[config.mk]
export PLATFORM = sky130hd
export DESIGN_NAME = step_counter_ctrl
export DESIGN_NICKNAME = d
export VERILOG_FILES = /design/src/rtl/step_counter_ctrl.sv
export SDC_FILE = /design/constraint.sdc
export NUM_CORES = 1
export LEC_CHECK = 0
export ABC_AREA = 1
export CAP_MARGIN = 20
export CORE_MARGIN = 10
export CORE_UTILIZATION = 40
export CTS_BUF_LIST = sky130_fd_sc_hd__clkbuf_16
export DETAILED_ROUTE_END_ITERATION = 6
export PLACE_DENSITY = 0.7
export SLEW_MARGIN = 15
export SYNTH_ARGS = -nofsm -noshare
export SYNTH_HDL_FRONTEND = slang
export SYNTH_SLANG_ARGS = --single-unit
[constraint.sdc]
create_clock -name clk -period 2.3 [get_ports clk]
set_input_delay 0.23 -clock clk [delete_from_list [all_inputs] [get_ports clk]]
set_output_delay 0.23 -clock clk [all_outputs]
set_load 0.1 [all_outputs]
[src/rtl/step_counter_ctrl.sv]
`default_nettype none
// ============================================================================
// Module      : step_counter_ctrl
// Description : Command sequencer for the 4-bit step counter. Steers the
//               counter's count to a requested target by issuing +3/+1 step
//               commands, chosen from the forward modular distance, or by a
//               single direct load. The counter's live count is the feedback.
// Ports       : clk, reset (async, active-low)
//               start, mode, abort, target, count_fb  - request side / feedback
//               load, count_en, c, data_in            - counter command side
//               busy, done, err                       - request status
// Revision    : 1.0 - initial release
// ============================================================================
module step_counter_ctrl #(
    parameter int WIDTH     = 4,
    parameter int MAX_STEPS = 8
) (
    input  logic             clk,
    input  logic             reset,
    input  logic             start,
    input  logic             mode,
    input  logic             abort,
    input  logic [WIDTH-1:0] target,
    input  logic [WIDTH-1:0] count_fb,
    output logic             load,
    output logic             count_en,
    output logic [1:0]       c,
    output logic [WIDTH-1:0] data_in,
    output logic             busy,
    output logic             done,
    output logic             err
);

    localparam int SW = $clog2(MAX_STEPS + 1);

    localparam logic [2:0] S_IDLE  = 3'd0;
    localparam logic [2:0] S_LOAD  = 3'd1;
    localparam logic [2:0] S_EVAL  = 3'd2;
    localparam logic [2:0] S_ISSUE = 3'd3;
    localparam logic [2:0] S_DONE  = 3'd4;

    localparam logic [1:0]       C_PLUS3    = 2'b00;
    localparam logic [1:0]       C_PLUS1    = 2'b01;
    localparam logic [1:0]       C_HOLD     = 2'b11;
    localparam logic [WIDTH-1:0] THREE      = WIDTH'(3);
    localparam logic [SW-1:0]    STEP_LIMIT = SW'(MAX_STEPS);

    logic [2:0]       state;
    logic [WIDTH-1:0] tgt;
    logic [SW-1:0]    steps;
    logic [WIDTH-1:0] diff;

    // Forward distance only; modular subtraction makes wrap-around free.
    assign diff = tgt - count_fb;

    always_ff @(posedge clk or negedge reset) begin
        if (!reset) begin
            state    <= S_IDLE;
            tgt      <= '0;
            steps    <= '0;
            load     <= 1'b0;
            count_en <= 1'b0;
            c        <= C_HOLD;
            data_in  <= '0;
            busy     <= 1'b0;
            done     <= 1'b0;
            err      <= 1'b0;
        end else begin
            done <= 1'b0;
            if (abort && (state != S_IDLE)) begin
                // Abort wins over every other transition; err is left as is.
                state    <= S_IDLE;
                load     <= 1'b0;
                count_en <= 1'b0;
                c        <= C_HOLD;
                busy     <= 1'b0;
            end else begin
                case (state)
                    S_IDLE: begin
                        if (start) begin
                            tgt   <= target;
                            steps <= '0;
                            err   <= 1'b0;
                            busy  <= 1'b1;
                            if (mode) begin
                                // Outputs are registered, so the load command
                                // is raised on entry to LOAD.
                                state   <= S_LOAD;
                                load    <= 1'b1;
                                data_in <= target;
                            end else begin
                                state <= S_EVAL;
                            end
                        end
                    end
                    S_LOAD: begin
                        load  <= 1'b0;
                        state <= S_EVAL;
                    end
                    S_EVAL: begin
                        if (diff == '0) begin
                            state <= S_DONE;
                            done  <= 1'b1;
                        end else if (steps == STEP_LIMIT) begin
                            state <= S_DONE;
                            done  <= 1'b1;
                            err   <= 1'b1;
                        end else begin
                            count_en <= 1'b1;
                            c        <= (diff >= THREE) ? C_PLUS3 : C_PLUS1;
                            state    <= S_ISSUE;
                        end
                    end
                    S_ISSUE: begin
                        // Counter samples the command at this edge; the next
                        // EVAL then sees the updated count, so no overshoot.
                        count_en <= 1'b0;
                        c        <= C_HOLD;
                        steps    <= steps + SW'(1);
                        state    <= S_EVAL;
                    end
                    S_DONE: begin
                        busy  <= 1'b0;
                        state <= S_IDLE;
                    end
                    default: begin
                        state    <= S_IDLE;
                        load     <= 1'b0;
                        count_en <= 1'b0;
                        c        <= C_HOLD;
                        busy     <= 1'b0;
                    end
                endcase
            end
        end
    end

endmodule
`default_nettype wire

==> impl_metrics.toml, run 1 <==
[timing]
maxSlewHeadroom_pct = 64.7
rsz0062_at_grt = "false"
min_period_ns = 1.84
setup-violations-final = 0
hold_viol = 0
slew_viol_final = 0
max_freq_ghz = 0.544
timing.final.ws_setup_ns = 0.463
whs_ns = 0.323
finalCritPeriodShare_pct = 79.9
setup_tns_ns = 0
finalClockSkew_ns = 0.00223
worst_pin_slew_ns = 0.528

[layout]
layout.nets = 184
instances_no_fill = 195
post-route-util_pct = 54.7
stdcell_area_mm2 = 0.00152
multiInputGateArea_um2 = 528
diodes = 0
syn2layout_area_growth_pct = 30.3
drive_above_1_share_pct = 22.6
nFillCells = 262
register_area_um2 = 553

[clocking]
clk_pin_slew_ns = 0.06
cts_max_level = 1
numClockSinks = 22
cts_made_buffers = 3
post_cts_resized = 0
postCtsHoldBufs = 0
worstSkewPairLatency_ns = 0.25
cts-root-buf = "clkbuf_16"
clk_path_buf_depth = 2
post_cts_buffers = 0
cts_tree = "built"

[power]
vdd_drop_max_uv = 1150
total_power_mw = 2.48
leakagePower_nw = 0.782
p_comb_share_pct = 55.4
p_int_mw = 1.24
seqPwrFrac_pct = 25.0
switchingPower_mw = 1.24
power.density_mw_per_mm2 = 1630
p_clk_share_pct = 19.5
switching_share_pct = 50.1

[global_route]
antenna_found_initial = 0
grt_remaining_overflow = 0
grt_pass1_vias = 978
grt_use_total_pct = 9.80
grt_pass1_wl_mm = 4.26
grt_max_degree = 14

[logic_synthesis]
yosys_warnings = 0
synth-seq-area-share_pct = 47.4
syn_nets = 155
ys_types = 23
yosys_register_bits = 22
syn_inst = 136
syn_area_mm2 = 0.00117
synth.area.mux_share_pct = 3.86
synth-simple-area-share_pct = 27.4
synthAdderAreaFrac_pct = 7.07
yosys.area_share.xor_xnor_pct = 1.50
synth_compound_gate_area_share_pct = 5.36
avgSynthCellArea_um2 = 8.58
synth_top_family_by_area = "simple AND/OR/NAND/NOR gates"

[placed_design]
place.port_buffers = 23
routabilityCongestion = 0.752
dp_slack_ns = 0.191
post-dp-hpwl_mm = 2.01
dp.cells = 191
placed_area_mm2 = 0.00142

[die]
ios = 24
die_area_mm2 = 0.00548
core_mm2 = 0.00278
rows = 19
start_util_pct = 42.0
fp.dieH_um = 74.0
die_width_um = 74.0

[setup_path]
crit_required_ns = 2.50
critical_path_peak_fanout = 5
rr_worst_depth = 11
start_kind = "flip-flop"
crit_path_end_kind = "flip-flop"
crit_type = "reg -> reg"
crit_arrival_ns = 2.03

[job]
drv_cap = 0

[drt]
wl_per_cell_um = 12.6
viasPerCell = 4.90
vias = 955
drt_iter0_drc = 28
postRouteAntennaNets = 0
drc = 0
drt_pass1_iterations = 4
finalWirelength_mm = 2.45

[outcome]
run_status = "completed"

[worst_hold_path]
hp-class = "in -> async"
-- metal layers --
layer | track usage, % | routed length, µm | vias to the layer above | part of all wire, %
met3 | 3.86 | 176 | 2 | 7.2
met2 | 17.5 | 1260 | 22 | 52
met5 | 0 | 0 | - | 0
met1 | 10.5 | 993 | 447 | 41
li1 | - | - | 484 | -
met4 | 2.48 | 16 | 0 | 0.65
-- layout make-up --
class | instances | area share, %
inverters | 23 | 5.67
repair buffers | 24 | 13.8
clock buffers | 3 | 4.93
clock inverters | 1 | 1.97
well taps | 31 | 2.55
multi-input cells | 91 | 34.7
flip-flops and latches | 22 | 36.3
-- logic make-up (layout without fill, tap and decap cells) --
group | after synthesis | in the layout
AO/OA/AOI/OAI | 12 | 12
XOR/XNOR | 2 | 2
adder cells (fa/ha/maj) | 6 | 6
buffers and inverters | 23 | 51
flip-flops | 22 | 22
multiplexers | 4 | 4
AND/OR/NAND/NOR | 67 | 67
-- critical path, cell delays in order (launching register included) --
cell     delay [ns]
dfrtp_1        0.36
inv_1          0.07
ha_1           0.14
inv_1          0.06
fa_1           0.38
xnor2_1        0.19
nand4_1        0.16
nand2_1        0.10
nand2_2        0.08
nand2_1        0.11
nand2_1        0.07
nand2_1        0.07
-- registers in the layout, summed over array words and instances (netlist names) --
name,flops
state,3
data_in,4
tgt,4
load,1
err,1
c,2
done,1
busy,1
count_en,1
steps,4
-- cells in the mapped netlist (all sizes together) --
master  count  share of area, %
mux2        4               3.9
o211ai      1              0.64
nor2        8               3.9
xor2        1              0.75
dfrtp      20                43
a21oi       4               1.7
nand3      11               4.7
o21ai       7               3.0
or2         2               1.1
nor3        2               1.3
inv        23               7.4
ha          5               5.4
fa          1               1.7
nand4       2               1.1
dfstp       2               4.5
xnor2       1              0.75
nand2      42                15
-- worst paths after layout --
kind / startpoint / to / slack (ns)
worst max-delay path: tgt[0]$_DFFE_PN0P_ / c[0]$_DFFE_PN1P_ / 0.46
worst min-delay path: reset / tgt[0]$_DFFE_PN0P_ / 0.32
worst max register to register: tgt[0]$_DFFE_PN0P_ / c[0]$_DFFE_PN1P_ / 0.46
worst min register to register: count_en$_DFFE_PN0P_ / count_en$_DFFE_PN0P_ / 0.47
max in group asynchronous: reset / c[1]$_DFFE_PN1P_ / 1.34
min in group clk: count_en$_DFFE_PN0P_ / count_en$_DFFE_PN0P_ / 0.47
-- placed cells by master, fill, tap and decap left out, types with 4 or more instances in the layout --
cell,synthesis,layout
buf_4,0,12
ha_1,5,5
nand3_1,11,11
a21oi_1,4,4
mux2_2,4,4
clkdlybuf4s50_1,0,12
nand2_1,35,35
inv_1,20,20
o21ai_0,7,7
nor2_1,4,4
nand2_2,6,6
dfrtp_1,20,20
-- power groups by stage --
| stage | logic [mW] | clock network, mW | registers, mW |
|---|---|---|---|
| final | 1.38 | 0.485 | 0.622 |
| after global routing | 1.50 | 0.508 | 0.643 |
| after CTS | 1.39 | 0.493 | 0.626 |
| after detailed placement | 1.39 | 0 | 0.631 |
| after global placement | 1.35 | 0 | 0.621 |
| after floorplan | 0.507 | 0 | 1.21 |
Note: power is estimated with default switching activity, not from simulation.
==> run 2: changes to the inputs <==
- clock period: 2.3 -> 1.89 ns (I/O delays scaled with it)
==> run 2 against run 1 <==
Effect of this change:
- non-clock buffer count is 3 higher
- first-iteration DRC count up 100%
- fmax rose by 2.4%
- clock power is 9.1% lower
- via count up 2.8%
- power increased by 18%
- design area rose by 0.58%
- count of clock-buffer cells in the layout unchanged
- flip-flop and latch count unchanged
- critical endpoint is now count_en$_DFFE_PN0P_
==> impl_metrics.toml, run 2 (synthesized netlist as in run 1, its figures left out) <==
[global_route]
grt_max_degree = 23
grt_pass1_wl_mm = 4.15
grt_pass1_vias = 994
antenna_found_initial = 0
grt_remaining_overflow = 0
grt_use_total_pct = 9.42

[timing]
worst_pin_slew_ns = 0.332
hold_viol = 0
maxSlewHeadroom_pct = 77.8
min_period_ns = 1.79
finalClockSkew_ns = 0.00158
slew_viol_final = 0
finalCritPeriodShare_pct = 94.9
setup_tns_ns = 0
max_freq_ghz = 0.557
setup-violations-final = 0

[power]
p_comb_share_pct = 59.1
p_clk_share_pct = 15.0
leakagePower_nw = 0.787
switchingPower_mw = 1.53
power.density_mw_per_mm2 = 1920
p_int_mw = 1.41
switching_share_pct = 51.9
seqPwrFrac_pct = 25.9
vdd_drop_max_uv = 1280

[setup_path]
crit_type = "reg -> reg"
worstPathCellList = "inv_2 -> ha_1 -> inv_1 -> fa_2 -> nor2_1 -> nand4_1 -> nand2_1 -> nand2_2 -> nand2_2 -> nand2_1 -> nand2_1"
critical_path_peak_fanout = 5
critical_path.top_delay_family = "adder cells"
start_kind = "flip-flop"
crit_required_ns = 2.03
crit_top_cell = "nand2_1"
crit_slowest_cell = "fa_2"
slowest_delay_ns = 0.54
crit_path_end_kind = "flip-flop"
crit_arrival_ns = 1.94
crit_buf_inv = 2

[placed_design]
routabilityCongestion = 0.790
post-dp-hpwl_mm = 1.95
place.port_buffers = 23

[drt]
drt_iter0_drc = 56
finalWirelength_mm = 2.45
drt_pass1_iterations = 4
postRouteAntennaNets = 0
vias = 982
wl_per_cell_um = 12.4
viasPerCell = 4.96
drc = 0

[die]
start_util_pct = 42.0
ios = 24
fp.dieH_um = 74.0
core_mm2 = 0.00278
rows = 19
die_width_um = 74.0
die_area_mm2 = 0.00548

[layout]
layout_commonest_cell = "nand2_1"
layout.nets = 187
syn2layout_area_growth_pct = 31.1
diodes = 0
drive_above_1_share_pct = 25.7
top_regs = "data_in x4, steps x4, tgt x4"
layout_common_cells = "nand2_1 (34), dfrtp_1 (20), inv_1 (19)"
post-route-util_pct = 55.0
multiInputGateArea_um2 = 541
register_area_um2 = 553
nFillCells = 251

[clocking]
cts-root-buf = "clkbuf_16"
clk_path_buf_depth = 2
worstSkewPairLatency_ns = 0.25
numClockSinks = 22
clk_pin_slew_ns = 0.06
cts_made_buffers = 3
postCtsHoldBufs = 0
cts_tree = "built"
cts_max_level = 1

[job]
drv_cap = 0

[outcome]
run_status = "completed"

[worst_hold_path]
hp-class = "in -> async"
## run 2: cell count changes in the layout (fill, tap and decap cells not counted)
cell       change
buf_4          +3
bufinv_16      -1
clkinv_1       +1
fa_1           -1
fa_2           +1
inv_1          -1
inv_2          +1
nand2_1        -1
nand2_2        +1
xnor2_1        -1
xnor2_2        +1
## run 2: worst register-to-register path, cell delays in order (launching register included)
cell     delay (ns)
dfrtp_1        0.37
inv_2          0.06
ha_1           0.13
inv_1          0.06
fa_2           0.54
nor2_1         0.05
nand4_1        0.10
nand2_1        0.08
nand2_2        0.10
nand2_2        0.07
nand2_1        0.07
nand2_1        0.05
## run 2: layout make-up
type / instances / area share [%]
well taps: 31 / 2.53
multi-input cells: 91 / 35.3
clock buffers: 3 / 4.91
repair buffers: 27 / 15.2
inverters: 23 / 5.64
flip-flops and latches: 22 / 36.1
clock inverters: 1 / 0.245
## run 2: final timing paths
path                                    start                   end  slack [ns]  depth (start not counted)
hold reg to reg              c[0]$_DFFE_PN1P_      c[0]$_DFFE_PN1P_        0.47                          2
min in group clk             c[0]$_DFFE_PN1P_      c[0]$_DFFE_PN1P_        0.47                          2
setup reg to reg           tgt[0]$_DFFE_PN0P_  count_en$_DFFE_PN0P_         0.1                         11
hold / removal                          reset        done$_DFF_PN0_        0.28                          2
max in group asynchronous               reset      c[1]$_DFFE_PN1P_        1.34                          2
setup / recovery           tgt[0]$_DFFE_PN0P_  count_en$_DFFE_PN0P_         0.1                         11
## run 2: timing repair
item	CTS	global route
buffers inserted	0	1
gates resized for setup	0	4
setup endpoints to repair	0	4
## run 2: through the flow
step	hold slack (ns)	power, mW	cell area, µm²	cells	setup slack, ns
3_5_place_dp	0.460	2.46	1430	193	-0.189
6_report	0.277	2.94	1530	198	0.0955
3_3_place_gp	0.450	2.42	1430	193	-0.0995
4_1_cts	0.291	2.92	1510	197	0.0153
2_1_floorplan	-0.107	2.09	1170	136	0.197
5_1_grt	0.300	3.14	1530	198	-0.0428
## run 2: layer usage
metal	wire [µm]	vias to the layer above	track usage, %
li1	-	497	-
met1	1010	457	10.9
met2	1230	24	15.8
met3	186	4	2.93
met4	28	0	3.73
met5	0	-	0
## run 2: power by group through the flow
stage | clock [mW] | sequential [mW] | combinational, mW
6_report | 0.441 | 0.761 | 1.74
4_1_cts | 0.453 | 0.762 | 1.70
3_3_place_gp | 0 | 0.755 | 1.66
3_5_place_dp | 0 | 0.766 | 1.70
5_1_grt | 0.479 | 0.782 | 1.88
2_1_floorplan | 0 | 1.47 | 0.617
==> run 3: changes to the inputs <==
- CORE_UTILIZATION: 40 -> 30
- PLACE_DENSITY: 0.7 -> 0.57
==> run 3 against run 2 <==
Effect of this change:
- highest routed layer unchanged
- hold slack worse by 0.037 ns
- clock power is 3% higher
- flip-flop and latch count stayed put
- count of clock-buffer cells in the layout stayed put
- register-to-register slack better by 0.03 ns
- power is 0.73% higher
- worst setup slack better by 0.014 ns
- non-clock buffer count is 1 lower
- sequential share of layout area is 0.61 points lower
- sequential power hardly changed
- die area is 24% higher
==> impl_metrics.toml, run 3 (synthesized netlist as in run 1, its figures left out) <==
[outcome]
run_status = "completed"

[timing]
max_freq_ghz = 0.562
finalClockSkew_ns = 0.00302
slew_viol_final = 0
whs_ns = 0.240
timing.final.ws_setup_ns = 0.109
setup-violations-final = 0
min_period_ns = 1.78
rsz0062_at_grt = "false"
hold_viol = 0
maxSlewHeadroom_pct = 70.7
finalCritPeriodShare_pct = 94.2
worst_pin_slew_ns = 0.438

[setup_path]
r2r-start = "tgt[0]$_DFFE_PN0P_"
timing.rr.end = "count_en$_DFFE_PN0P_"
crit_type = "in -> reg"
crit_arrival_ns = 1.93
start_kind = "primary input"
rr_worst_depth = 11
crit_required_ns = 2.04
rrSetupSlack_ns = 0.13
critical_path_peak_fanout = 5
crit_path_end_kind = "flip-flop"

[clocking]
cts-root-buf = "clkbuf_16"
cts_max_level = 1
post_cts_buffers = 0
numClockSinks = 22
worstSkewPairLatency_ns = 0.26
postCtsHoldBufs = 0
cts_tree = "built"
clk_path_buf_depth = 2
clk_pin_slew_ns = 0.06
cts_made_buffers = 3
post_cts_resized = 0

[power]
p_clk_share_pct = 15.3
p_comb_share_pct = 58.9
seqPwrFrac_pct = 25.8
p_int_mw = 1.41
switchingPower_mw = 1.55
leakagePower_nw = 0.786
switching_share_pct = 52.3
total_power_mw = 2.96
vdd_drop_max_uv = 1250
power.density_mw_per_mm2 = 1900

[die]
rows = 22
die_width_um = 82.4
core_mm2 = 0.00372
die_area_mm2 = 0.00679
ios = 24
start_util_pct = 31.4
fp.dieH_um = 82.4

[layout]
layout.nets = 186
nFillCells = 371
drive_above_1_share_pct = 26.5
syn2layout_area_growth_pct = 33.3
diodes = 0
layout_common_cells = "nand2_1 (34), dfrtp_1 (20), inv_1 (19)"
layout_commonest_cell = "nand2_1"
instances_no_fill = 214
top_regs = "data_in x4, steps x4, tgt x4"

[drt]
drc = 0
postRouteAntennaNets = 0
drt_pass1_iterations = 4
finalWirelength_mm = 2.56
vias = 955
viasPerCell = 4.46
drt_iter0_drc = 53
wl_per_cell_um = 11.9

[placed_design]
dp.cells = 210
routabilityCongestion = 0.834
post-dp-hpwl_mm = 2.04
place.port_buffers = 23
dp_slack_ns = -0.166

[job]
drv_cap = 0

[global_route]
grt_use_total_pct = 7.99
grt_max_degree = 14
grt_remaining_overflow = 0
antenna_found_initial = 0
grt_pass1_vias = 972
grt_pass1_wl_mm = 4.18

[worst_hold_path]
hp-class = "in -> async"
-- run 3: cell count changes in the layout (fill, tap and decap cells not counted), sizes merged --
cell | previous run | this run
clkinv | 1 | 0
buf | 15 | 14
inv | 23 | 24
-- run 3: worst max-delay path by stage --
stage | startpoint | to | slack (ns) | depth (start not counted)
after floorplan | tgt[0]$_DFFE_PN0P_ | count_en$_DFFE_PN0P_ | 0.20 | 11
after global placement | count_fb[0] | c[0]$_DFFE_PN1P_ | -0.11 | 11
after detailed placement | count_fb[0] | c[0]$_DFFE_PN1P_ | -0.17 | 11
after CTS | tgt[0]$_DFFE_PN0P_ | c[0]$_DFFE_PN1P_ | 0.01 | 11
after global routing | count_fb[0] | c[0]$_DFFE_PN1P_ | 0.03 | 11
final | count_fb[0] | count_en$_DFFE_PN0P_ | 0.11 | 11
-- run 3: stage by stage --
step	utilization (%)	cell area [µm²]	TNS, ns
after global placement	39.1	1450	-0.421
final	41.9	1560	0
after CTS	41.2	1530	0
after global routing	41.9	1560	0
after detailed placement	39.1	1450	-0.685
after floorplan	-	1170	0
-- run 3: area by class of cell --
class                   instances  area (µm²)  share of cell area (%)
flip-flops and latches         22         553                    35.5
multi-input cells              91         553                    35.5
clock inverters                 1        3.75                   0.241
clock buffers                   3        75.1                    4.82
well taps                      48        60.1                    3.86
inverters                      23        86.3                    5.55
repair buffers                 26         225                    14.5
-- run 3: per-layer routing --
layer / global-route usage [%] / part of all wire, % / wire length, µm / vias up
li1: - / - / - / 487
met1: 8.88 / 43 / 1110 / 433
met2: 13.0 / 46 / 1180 / 30
met5: 0 / 0 / 0 / -
met3: 3.46 / 8.8 / 224 / 5
met4: 3.57 / 1.8 / 45 / 0
-- run 3: power groups by stage --
stage	clock [mW]	combinational, mW	sequential, mW
2_1_floorplan	0	0.617	1.47
3_3_place_gp	0	1.68	0.757
3_5_place_dp	0	1.70	0.768
4_1_cts	0.464	1.71	0.762
5_1_grt	0.485	1.89	0.783
6_report	0.454	1.74	0.763
-- run 3: critical path: stages --
cell	delay (ns)
clkdlybuf4s50_1	0.51
ha_4	0.14
inv_2	0.04
fa_2	0.53
nor2_1	0.05
nand4_1	0.12
nand2_1	0.08
nand2_2	0.10
nand2_2	0.07
nand2_1	0.07
nand2_1	0.04
